$ cat config.mk
export PLATFORM = sky130hd
export DESIGN_NAME = conv55_ctrl
export DESIGN_NICKNAME = d
export VERILOG_FILES = /design/src/rtl/conv55_ctrl.sv
export SDC_FILE = /design/constraint.sdc
export NUM_CORES = 1
export LEC_CHECK = 0
export ABC_AREA = 1
export BUFFER_PORTS_ARGS = -buffer_cell sky130_fd_sc_hd__clkbuf_2
export CAP_MARGIN = 15
export CORE_MARGIN = 2
export CORE_UTILIZATION = 50
export DETAILED_ROUTE_END_ITERATION = 6
export HOLD_SLACK_MARGIN = 0.12
export PLACE_DENSITY = 0.75
export SETUP_SLACK_MARGIN = 0.05
export SLEW_MARGIN = 20
export SYNTH_ARGS = -nofsm -noshare
export SYNTH_HDL_FRONTEND = slang
export SYNTH_SLANG_ARGS = --single-unit
export TNS_END_PERCENT = 100
$ cat constraint.sdc
create_clock -name clk -period 1.6 [get_ports clk]
set_input_delay 0.32 -clock clk [delete_from_list [all_inputs] [get_ports clk]]
set_output_delay 0.32 -clock clk [all_outputs]
set_load 0.02 [all_outputs]
$ cat src/rtl/conv55_ctrl.sv
// conv55_ctrl: sequencing controller for the 5x5 convolution engine.
// Streams a MAP_SIZE x MAP_SIZE raster map into the engine, clears its line
// buffer per map, and tags each valid window result with its output coordinates.
module conv55_ctrl #(
    parameter int unsigned MAP_SIZE = 32,
    parameter int unsigned MULT_LAT = 1,
    localparam int unsigned CW = $clog2(MAP_SIZE),
    localparam int unsigned OW = $clog2(MAP_SIZE - 4)
) (
    input  logic          clk,
    input  logic          rst,
    input  logic          start_i,
    output logic          busy_o,
    output logic          done_o,
    input  logic          in_valid_i,
    output logic          in_ready_o,
    output logic          conv_shift_n_o,
    output logic          conv_clr_n_o,
    output logic          out_valid_o,
    output logic [OW-1:0] out_row_o,
    output logic [OW-1:0] out_col_o,
    output logic          out_last_o
);

    localparam int unsigned PD = 1 + MULT_LAT;                 // tag pipeline depth
    localparam int unsigned DW = $clog2(MULT_LAT + 1) + 1;     // drain counter width
    localparam int unsigned TW = 2 * OW + 2;                   // {valid,row,col,last}

    localparam logic [2:0] S_IDLE   = 3'd0;
    localparam logic [2:0] S_CLEAR  = 3'd1;
    localparam logic [2:0] S_STREAM = 3'd2;
    localparam logic [2:0] S_DRAIN  = 3'd3;
    localparam logic [2:0] S_DONE   = 3'd4;

    logic [2:0]    state_q, state_d;
    logic [CW-1:0] r_q, r_d;
    logic [CW-1:0] c_q, c_d;
    logic [DW-1:0] drain_q, drain_d;
    logic          busy_q, busy_d;
    logic          done_q, done_d;
    logic          in_ready_q, in_ready_d;
    logic          clr_n_q, clr_n_d;
    logic [TW-1:0] tag_q [PD];
    logic [TW-1:0] tag_d;

    logic accept_c;
    logic win_c;
    logic last_px_c;
    logic last_col_c;

    assign accept_c   = in_valid_i & in_ready_q;
    assign last_col_c = (c_q == CW'(MAP_SIZE - 1));
    assign last_px_c  = last_col_c && (r_q == CW'(MAP_SIZE - 1));
    // Windows with c < 4 straddle a row boundary in the line buffer
    assign win_c      = accept_c && (r_q >= CW'(4)) && (c_q >= CW'(4));

    // Next-state, pixel counters and registered-output decode
    always_comb begin
        state_d = state_q;
        r_d     = r_q;
        c_d     = c_q;
        drain_d = drain_q;
        case (state_q)
            S_IDLE: begin
                if (start_i) state_d = S_CLEAR;
            end
            S_CLEAR: begin
                r_d     = '0;
                c_d     = '0;
                state_d = S_STREAM;
            end
            S_STREAM: begin
                if (accept_c) begin
                    if (last_col_c) begin
                        c_d = '0;
                        r_d = r_q + CW'(1);
                        if (last_px_c) begin
                            r_d     = '0;
                            drain_d = DW'(MULT_LAT);
                            state_d = S_DRAIN;
                        end
                    end else begin
                        c_d = c_q + CW'(1);
                    end
                end
            end
            S_DRAIN: begin
                if (drain_q == '0) state_d = S_DONE;
                else               drain_d = drain_q - DW'(1);
            end
            S_DONE: begin
                state_d = S_IDLE;
            end
            default: begin
                state_d = S_IDLE;
            end
        endcase

        busy_d     = (state_d != S_IDLE);
        done_d     = (state_d == S_DONE);
        in_ready_d = (state_d == S_STREAM);
        clr_n_d    = (state_d != S_CLEAR);

        tag_d = '0;
        if (win_c) begin
            tag_d = {1'b1, OW'(r_q - CW'(4)), OW'(c_q - CW'(4)), last_px_c};
        end
    end

    // State, counters and registered outputs
    always_ff @(posedge clk or negedge rst) begin
        if (!rst) begin
            state_q    <= S_IDLE;
            r_q        <= '0;
            c_q        <= '0;
            drain_q    <= '0;
            busy_q     <= 1'b0;
            done_q     <= 1'b0;
            in_ready_q <= 1'b0;
            clr_n_q    <= 1'b1;
        end else begin
            state_q    <= state_d;
            r_q        <= r_d;
            c_q        <= c_d;
            drain_q    <= drain_d;
            busy_q     <= busy_d;
            done_q     <= done_d;
            in_ready_q <= in_ready_d;
            clr_n_q    <= clr_n_d;
        end
    end

    // Free-running tag pipeline, aligned with the engine multiplier latency
    always_ff @(posedge clk or negedge rst) begin
        if (!rst) begin
            for (int i = 0; i < int'(PD); i++) tag_q[i] <= '0;
        end else begin
            tag_q[0] <= tag_d;
            for (int i = 1; i < int'(PD); i++) tag_q[i] <= tag_q[i-1];
        end
    end

    assign busy_o         = busy_q;
    assign done_o         = done_q;
    assign in_ready_o     = in_ready_q;
    assign conv_clr_n_o   = clr_n_q;
    assign conv_shift_n_o = ~accept_c;
    assign out_valid_o    = tag_q[PD-1][TW-1];
    assign out_row_o      = tag_q[PD-1][TW-2 -: OW];
    assign out_col_o      = tag_q[PD-1][OW:1];
    assign out_last_o     = tag_q[PD-1][0];

endmodule

==> impl_metrics.json <==
{
  "final_cell_mix": "dfrtp_1, nand2_1, inv_1",
  "dieHeight_um": 65.06,
  "ys_types": 22,
  "core-area_sq_um": 3633,
  "grt-ovfl-total": 0,
  "cp_slowest_cell": "dfrtp_1",
  "tightest_slew_ns": 0.4693,
  "relSlewSlack": 0.6872,
  "wl_per_cell_um": 11.49,
  "place_inst": 250,
  "crit_type": "reg2reg",
  "finalSetupTns_ns": 0,
  "dp_hpwl_um": 2048,
  "finalSetupViolations": 0,
  "post-route-util": 0.6033,
  "start_util": 0.5131,
  "die_w_um": 65.06,
  "route.detailed.drc": 0,
  "clk_path_buf_depth": 2,
  "cp_common_cell": "nand2_1",
  "via_count": 1272,
  "viasPerCell": 4.800,
  "yosys.area.top_type": "dfrtp_1",
  "clkTransAtPathRegs_ns": 0.09,
  "port_buffers": 20,
  "synth.ff_latch_count": 43,
  "run_status": "complete, no violations",
  "grt_pass1_wl_um": 5161,
  "grt_usage": 0.1631,
  "io_pins": 21,
  "synth_warnings": 0,
  "maxCapViolCount": 0,
  "crit_required_ns": 1.78,
  "yosysSeqAreaShare": 0.5779,
  "syn_inst": 187,
  "timing.final.crit_share": 0.9105,
  "path_cells": "ha_2 > nand2_1 > inv_2 > ha_4 > nand3_2 > nand2_2 > nand2_4 > nand2_1 > o21ai_1",
  "cts_sinks": 43,
  "synth_area_sq_um": 1864,
  "antenna_found_initial": 0,
  "syn_avg_cell_area_sq_um": 9.969,
  "finalHoldWorstSlack_ns": 0.2789,
  "nets": 233,
  "first_pass_iters": 4,
  "clk-insertion-delay-late_ns": 0.30,
  "ir_drop_uv": 976.9,
  "hp-class": "in2reg",
  "gp_congestion": 0.8975,
  "rsz0062_at_grt": "false",
  "fin_cells": 265,
  "drive_gt1_frac": 0.2995,
  "die-area_sq_um": 4233,
  "finClkSkew_ns": 0.01162,
  "grt_start_max_net_pins": 26,
  "fmax_ghz": 0.6865,
  "synthToLayoutAreaGrowth_pct": 17.58,
  "slowest_delay_ns": 0.42,
  "critPathCaptureType": "flip-flop",
  "period_needed_ns": 1.457,
  "grt_pass1_vias": 1214,
  "finalMaxSlewViolations": 0,
  "cts_max_level": 2,
  "crit_path_max_fanout": 9,
  "hold_viol": 0,
  "p_leak_uw": 0.001215,
  "powerDensity_nw_per_um2": 1325,
  "startpoint_type": "flip-flop",
  "drt_iter0_drc": 54,
  "synth_nets": 204,
  "tritoncts": "built",
  "synth_top_area_frac": 0.5638,
  "ant_nets": 0,
  "antenna_cells": 0,
  "num_rows": 22,
  "worstPathArrival_ns": 1.64,
  "numCtsBuffers": 5,
  "final_common_cell": "dfrtp_1",
  "ys_top_cells_by_area": "dfrtp_1, ha_1, nand2_1",
  "routed_wl_um": 3045,
  "cts_root_buffer": "clkbuf_8"
}
Yosys cell counts:
cell     number
ha_1         13
buf_4        10
nand2_2       5
nor2_1       19
dfrtp_1      42
nand2_1      32
inv_1        23
o21ai_1       6
nor3_1        1
dfstp_2       1
a21oi_1       2
inv_2         2
nand3_1      14
nor2_4        1
o21ai_0       3
nand4_1       5
or2_1         1
xnor2_1       2
o21ai_2       1
or2_2         2
buf_2         1
nand3_2       1
power breakdown:
| group | leakage (uW) | internal (uW) | total, uW | switching, uW |
|---|---|---|---|---|
| sequential | 0.000577 | 1230 | 1340 | 110 |
| clock | 0.0000412 | 305 | 669 | 364 |
| combinational | 0.000596 | 291 | 900 | 609 |
flip-flops by register name (all words and copies together), names as in the netlist:
name	cells
out_valid_o	1
out_row_o	5
r_q	5
busy_o	1
out_last_o	1
done_o	1
conv_clr_n_o	1
in_ready_o	1
tag_q	12
c_q	5
state_q	3
drain_q	2
out_col_o	5
per-stage QoR:
step / setup slack, ns / power, uW / cell area (sq um)
4_1_cts: 0.06032 / 2873 / 2100
5_1_grt: 0.01638 / 3123 / 2192
2_1_floorplan: 0.1690 / 1966 / 1864
3_5_place_dp: 0.03412 / 2200 / 2002
3_3_place_gp: 0.1065 / 2179 / 2002
6_report: 0.1432 / 2905 / 2192
routing by layer:
layer | global-route usage | up-vias | wire [um]
met5 | 0 | - | 0
met4 | 0.07813 | 0 | 81
met3 | 0.04688 | 8 | 122
met2 | 0.2616 | 32 | 1433
met1 | 0.2032 | 601 | 1407
li1 | - | 631 | -
worst max-delay path, delay by kind of cell, from the launching register on:
kind                       cells  cell delay (ns)
and+or+nand+nor                5             0.43
buffers and inverters          1             0.06
AOI/OAI and AO/OA              1             0.07
DFF                            1             0.42
adders and majority gates      2             0.36
path summary, 6_finish.rpt:
kind | slack (ns) | end | cells after the start | from
min | 0.28 | conv_clr_n_o | 2 | start_i
max | 0.14 | r_q[4] | 9 | c_q[0]
min reg2reg | 0.35 | out_last_o | 0 | tag_q[12]
max in group asynchronous | 0.61 | tag_q[12] | 3 | rst
min in group asynchronous | 0.50 | state_q[1] | 2 | rst
max reg2reg | 0.14 | r_q[4] | 9 | c_q[0]
timing repair:
item,in CTS,in global routing
endpoints found under the setup margin,4,13
hold endpoints to repair,17,0
pin swaps,0,6
resized for setup,1,16
hold buffers,1,0
setup buffers,0,6
area by class of cell:
class                   count  area, sq um
fillers                   318         1441
well taps                  48        60.06
clock inverters             2        12.51
clock buffers               6        72.57
inverters                  25        93.84
multi-input cells         108        659.4
flip-flops and latches     43         1081
repair buffers             33        212.7
kinds of logic after synthesis:
logic type,after synthesis,synth area share
AO/OA/AOI/OAI,12,0.03423
XOR/XNOR,2,0.009398
adder cells (fa/ha/maj),13,0.08725
buffers and inverters,36,0.09328
flip-flops,43,0.5779
AND/OR/NAND/NOR,81,0.1980
(Power assumes the default switching activity.)
